==> src/rtl/loop_control_unit_pkg.sv <==
// Shared types and constants for the bracket-loop branch-resolution stage.
// Imported by the loop control unit and its testbench.
package loop_control_unit_pkg;

  localparam int LOOP_PC_WIDTH    = 16;
  localparam int LOOP_STACK_DEPTH = 16;
  localparam int LOOP_NEST_WIDTH  = 8;

  typedef logic [LOOP_PC_WIDTH-1:0] program_counter_t;

  typedef enum logic {
    LOOP_RUN  = 1'b0,
    LOOP_SKIP = 1'b1
  } loop_state_t;

  // Decode strobes for one instruction, as seen by the loop unit.
  typedef struct packed {
    logic is_open;
    logic is_close;
    logic data_zero;
  } control_t;

  function automatic int unsigned depth_width(input int unsigned depth);
    return $clog2(depth) + 1;
  endfunction

endpackage

==> src/rtl/lifo_stack.sv <==
// Small LIFO with an always-visible top entry. Push wins over pop.
// Pushes when full and pops when empty are ignored and flagged.
module lifo_stack #(
  parameter int WIDTH = 16,
  parameter int DEPTH = 16,
  localparam int AW = $clog2(DEPTH),
  localparam int CW = AW + 1
) (
  input  logic             clk,
  input  logic             reset,
  input  logic             push_i,
  input  logic             pop_i,
  input  logic [WIDTH-1:0] data_i,
  output logic [WIDTH-1:0] top_o,
  output logic [CW-1:0]    count_o,
  output logic             full_o,
  output logic             empty_o,
  output logic             push_drop_o,
  output logic             pop_drop_o
);

  logic [WIDTH-1:0] mem_q [DEPTH];
  logic [CW-1:0]    count_q;
  logic [AW-1:0]    wr_idx;
  logic [AW-1:0]    top_idx;
  logic             do_push;
  logic             do_pop;

  assign full_o      = (count_q == CW'(DEPTH));
  assign empty_o     = (count_q == '0);
  assign wr_idx      = count_q[AW-1:0];
  assign top_idx     = AW'(count_q - 1'b1);
  assign top_o       = empty_o ? '0 : mem_q[top_idx];
  assign count_o     = count_q;

  assign do_push     = push_i & ~full_o;
  assign do_pop      = pop_i & ~empty_o & ~push_i;
  assign push_drop_o = push_i & full_o;
  assign pop_drop_o  = pop_i & empty_o;

  // NOTE: the entries are reset too, so a freshly reset stack reads back all zeros;
  // drop the array from the reset branch only if that guarantee is not needed.
  always_ff @(posedge clk or posedge reset) begin
    if (reset) begin
      count_q <= '0;
      for (int i = 0; i < DEPTH; i++) mem_q[i] <= '0;
    end else if (do_push) begin
      mem_q[wr_idx] <= data_i;
      count_q       <= count_q + 1'b1;
    end else if (do_pop) begin
      count_q <= count_q - 1'b1;
    end
  end

endmodule

==> src/rtl/loop_control_unit.sv <==
// Bracket-loop branch resolution: drives the fetch PC mux and the skip gate.
// '[' pushes the loop body start; ']' jumps back or pops; zero-data '[' skips to its match.
module loop_control_unit
  import loop_control_unit_pkg::*;
#(
  parameter int PC_WIDTH    = LOOP_PC_WIDTH,
  parameter int STACK_DEPTH = LOOP_STACK_DEPTH,
  parameter int NEST_WIDTH  = LOOP_NEST_WIDTH,
  localparam int DW = $clog2(STACK_DEPTH) + 1
) (
  input  logic                clk,
  input  logic                reset,
  input  logic                advance,
  input  logic                is_open,
  input  logic                is_close,
  input  logic                data_zero,
  input  logic [PC_WIDTH-1:0] pc,
  input  logic [PC_WIDTH-1:0] pc_incr,
  output logic                pc_src,
  output logic [PC_WIDTH-1:0] pc_loaded,
  output logic                skip,
  output logic [DW-1:0]       depth,
  output logic                error
);

  loop_state_t           state_q, state_d;
  logic [NEST_WIDTH-1:0] nest_q, nest_d;
  logic                  error_q, error_d;

  logic                  push_req, pop_req;
  logic                  stk_full, stk_empty;
  logic                  push_drop, pop_drop;
  logic [PC_WIDTH-1:0]   stk_top;
  logic [DW-1:0]         stk_count;

  // Targets come from pc_incr; pc is only kept on the port for trace taps.
  logic unused_sig;
  assign unused_sig = ^{pc, stk_full};

  lifo_stack #(
    .WIDTH (PC_WIDTH),
    .DEPTH (STACK_DEPTH)
  ) u_stack (
    .clk         (clk),
    .reset       (reset),
    .push_i      (push_req & advance),
    .pop_i       (pop_req & advance),
    .data_i      (pc_incr),
    .top_o       (stk_top),
    .count_o     (stk_count),
    .full_o      (stk_full),
    .empty_o     (stk_empty),
    .push_drop_o (push_drop),
    .pop_drop_o  (pop_drop)
  );

  // NOTE: every output of this block gets a default first, so no path leaves one
  // unassigned and no latch is inferred.
  always_comb begin
    state_d  = state_q;
    nest_d   = nest_q;
    error_d  = error_q;
    push_req = 1'b0;
    pop_req  = 1'b0;
    pc_src   = 1'b0;
    skip     = (state_q == LOOP_SKIP);

    if (is_open && is_close) begin
      error_d = 1'b1;
    end else begin
      case (state_q)
        LOOP_RUN: begin
          if (is_open) begin
            if (data_zero) begin
              nest_d  = NEST_WIDTH'(1);
              state_d = LOOP_SKIP;
            end else begin
              push_req = 1'b1;
            end
          end else if (is_close) begin
            // An empty-stack ']' requests a pop so the stack flags the underflow.
            if (!data_zero && !stk_empty) pc_src  = 1'b1;
            else                          pop_req = 1'b1;
          end
        end
        LOOP_SKIP: begin
          if (is_open) begin
            if (&nest_q) error_d = 1'b1;
            else         nest_d  = nest_q + 1'b1;
          end else if (is_close) begin
            if (nest_q <= NEST_WIDTH'(1)) begin
              nest_d  = '0;
              state_d = LOOP_RUN;
            end else begin
              nest_d = nest_q - 1'b1;
            end
          end
        end
      endcase
    end

    if (push_drop || pop_drop) error_d = 1'b1;
  end

  always_ff @(posedge clk or posedge reset) begin
    if (reset) begin
      state_q <= LOOP_RUN;
      nest_q  <= '0;
      error_q <= 1'b0;
    end else if (advance) begin
      state_q <= state_d;
      nest_q  <= nest_d;
      error_q <= error_d;
    end
  end

  assign pc_loaded = stk_top;
  assign depth     = stk_count;
  assign error     = error_q;

endmodule
==> config.mk <==
export PLATFORM = sky130hd
export DESIGN_NAME = loop_control_unit
export DESIGN_NICKNAME = d
export VERILOG_FILES = /design/src/rtl/loop_control_unit_pkg.sv /design/src/rtl/lifo_stack.sv /design/src/rtl/loop_control_unit.sv
export SDC_FILE = /design/constraint.sdc
export NUM_CORES = 1
export LEC_CHECK = 0
export CAP_MARGIN = 20
export CELL_PAD_IN_SITES_DETAIL_PLACEMENT = 1
export CELL_PAD_IN_SITES_GLOBAL_PLACEMENT = 2
export CORE_ASPECT_RATIO = 0.75
export CORE_MARGIN = 2
export CORE_UTILIZATION = 35
export CTS_CLUSTER_DIAMETER = 60
export DETAILED_ROUTE_END_ITERATION = 8
export GPL_TIMING_DRIVEN = 0
export HOLD_SLACK_MARGIN = 0.15
export PLACE_DENSITY_LB_ADDON = 0.1
export SLEW_MARGIN = 20
export SYNTH_ARGS = -nofsm -noshare
export SYNTH_HDL_FRONTEND = slang
export SYNTH_SLANG_ARGS = --single-unit
==> constraint.sdc <==
create_clock -name clk -period 11.59 [get_ports clk]
set_input_delay 1.7385 -clock clk [delete_from_list [all_inputs] [get_ports clk]]
set_output_delay 1.7385 -clock clk [all_outputs]
set_load 0.01 [all_outputs]
==> metrics.txt <==
run status complete, no violations; most numerous cell on the critical path clkbuf_1; R2R setup slack 7.76 ns; Max Fclk between 100 and 150 MHz; post-DP HPWL 25630 um; hold slack 0.5008 ns; post-synthesis cell type count 59; minimum clock period ~7.2 ns; number of global-route vias before repair 8843; final wirelength roughly 38000 um; vias between 7000 and 8000; Post-CTS Setup Bufs 0; RSZ-0062 raised after global routing no; Final Hold Viols 0; Chip Width 228.9 um; Post-synth EDFFs 0; Placed Cells ~1400; VDD IR max 0.1205 mV; maximum clock path buffer count 3; Placement Rows 61; CTS sink cnt between 200 and 300; Hold Path Sink u_stack.mem_q[244]; IO buf count 44; Synth area leader dfrtp_1; DP Area ~14000 um2; area grow syn2layout 16.85%; Initial Util between 30% and 40%; CP max-delay cell clkbuf_1; Core ar. 37250 um2; critical path class reg -> out; total global routing overflow 0; hold-fix buffers at CTS 0; Synth Register Bits 271; worst r2r path cells 9; Worst Path Buf+Inv 7; Crit Path Max Fanout 10; number of max-cap violations 0; worst-path cell chain clkbuf_1 -> buf_2 -> buf_2 -> inv_1 -> ha_1 -> clkbuf_1 -> clkbuf_1 -> mux4_2 -> mux2i_1 -> o22ai_1 -> clkdlybuf4s50_1; die height between 150 and 200 um; CTS resizes 0; crit path DAT 5.45 ns; Top Family by Delay on Critical Path buffers and inverters; CP startpoint u_stack.count_o[0]; most common cell after layout, fill and taps aside dfrtp_1; Final nets 969; layout cell share with drive strength beyond 1 46.31%; post-synthesis async set-or-reset flop share 100.0%; worst-margin pin slew between 0.9 and 1 ns; Worst Min Path Start u_stack.mem_q[244]; initial antenna violation count 0; CP Data Required Time 9.85 ns; Synth Instances 844; vias per cell 5.327; Pins Over Slew Limit 0; Mean Syn Cell Area 15.74 um2; FF-to-FF Start u_stack.count_o[0]; DR iter-0 viols 430; dpl ws 4.871 ns; Antenna diodes 0; Syn. warnings 0; Post-Synthesis Net Count roughly 900; CP Launch Type flip-flop; first-pass GRT wire length a little under 60000 um; R2R Path End u_stack.count_o[1]; Synth top area share 51.06%; Tot GR Track Use 19.45%; Boundary Pins 62; top cells by area, synth dfrtp_1, mux2_2, mux4_2; largest net degree at the start of global routing 108; final period utilization 62.03%; worst min-delay path class reg -> reg; Slew HR a little over a third; Post-Route Utilization 41.67%; WL per Instance 25.96 um; Power Dens Cells 175.9 nW/um2; Routed Antenna Nets 0; CTS H-tree depth 1; DIE AREA 39540 um2; router iterations before antenna repair 4; clock skew 0.008112 ns; worst setup slack after layout between 4 and 5 ns; Lkg Pwr 7.583 nW; Mapped Area 13280 um2; Pwr Total between 2 and 3 mW; post-route cell area 15520 um2; Post-Layout Cell Count ~1500; CTS Buf Count 31; Main synth FF type dfrtp_1; Root Driver clkbuf_16; setup violators final 0; most frequent cells in the layout dfrtp_1, mux2_2, mux2_4; CTS clk-pin slew, worst paths 0.07 ns; Hold Path Stages 1; sequential area share after synthesis around 51%; DRC violations left 0; RD Place Congestion 0.7702; Clock Latency Late Sink approximately 0.58 ns; slowest stage delay, CP 0.76 ns; Fin Setup TNS 0 ns; crit path capture type output port; CTS tree done
==> state kept, by name (all words and copies together) (netlist names) <==
| signal | count |
|---|---|
| error | 1 |
| nest_q | 8 |
| u_stack.mem_q | 256 |
| u_stack.count_o | 5 |
| skip | 1 |
==> how the worst max path moves through the flow <==
| stage | to | cells past startpoint |
|---|---|---|
| finish | pc_loaded[9] | 11 |
| global placement | u_stack.mem_q[33] | 2 |
| CTS | pc_loaded[8] | 11 |
| floorplan | error | 1 |
| detailed placement | pc_loaded[8] | 11 |
| global route | pc_loaded[13] | 11 |
==> cells in the mapped netlist, types with 2 or more instances <==
cell type and count:
o31ai_1 2, and4_1 4, or2_2 2, nor2b_1 3, mux2i_1 33, mux2_4 80
o22ai_1 16, a31oi_1 3, inv_1 8, nand4_1 2, nor2_1 12, a221o_1 6
ha_1 8, buf_2 22, nor3_1 4, and2_1 3, nand3_4 8, mux4_2 64
mux2_2 178, nor4b_2 2, a32oi_1 2, clkbuf_1 36, nand2_1 10, and3_1 6
xnor2_1 3, o21ai_0 4, dfrtp_1 271, nand3_2 6, xor2_1 2, buf_6 9
nor4_1 4, nand2b_1 2, or4_1 2, nand3_1 2
==> worst reg2reg max path, cell delays in order (launching register included) <==
cell,delay [ns]
dfrtp_1,0.42
clkbuf_1,0.29
buf_2,0.43
buf_2,0.45
inv_1,0.20
ha_1,0.40
clkbuf_1,0.51
clkbuf_1,0.77
a211oi_1,0.09
a31oi_1,0.19
==> cells by family (layout without fill, tap and decap cells) <==
kind of cell / count (synthesis) / after routing / synth area share (%)
DFF: 271 / 271 / 51.06
AOI/OAI and AO/OA: 45 / 45 / 2.525
xor gates and xnor gates: 5 / 5 / 0.3298
muxes: 356 / 356 / 37.56
buffers and inverters: 79 / 183 / 3.109
and+or+nand+nor: 80 / 80 / 4.663
adders and majority gates: 8 / 8 / 0.7537
==> cell type report <==
class,instances,area (um2)
fill,3752,21730
sequential,271,6782
multi-input combinational,494,6087
clock buffer,35,830.8
tap,504,630.6
timing repair buffer,46,495.5
buffer,71,382.9
clock inverter,23,274.0
inverter,8,37.54
==> power breakdown <==
| group | internal (mW) | switching (mW) | leakage [nW] | total, mW |
|---|---|---|---|---|
| registers | 0.983 | 0.0312 | 3.73 | 1.01 |
| clock network | 0.631 | 0.436 | 0.542 | 1.07 |
| logic | 0.251 | 0.399 | 3.31 | 0.650 |
==> layer usage <==
metal  share of wire (%)  wire [um]  GRT usage [%]  vias to the layer above
met5                   0          0              0                        -
met4                 1.9        731          3.950                        0
met3                 2.9       1077          2.474                       45
met2                  46      17410          30.64                      107
met1                  49      18480          28.88                     4229
li1                    -          -              -                     3354
(Power assumes the default switching activity.)
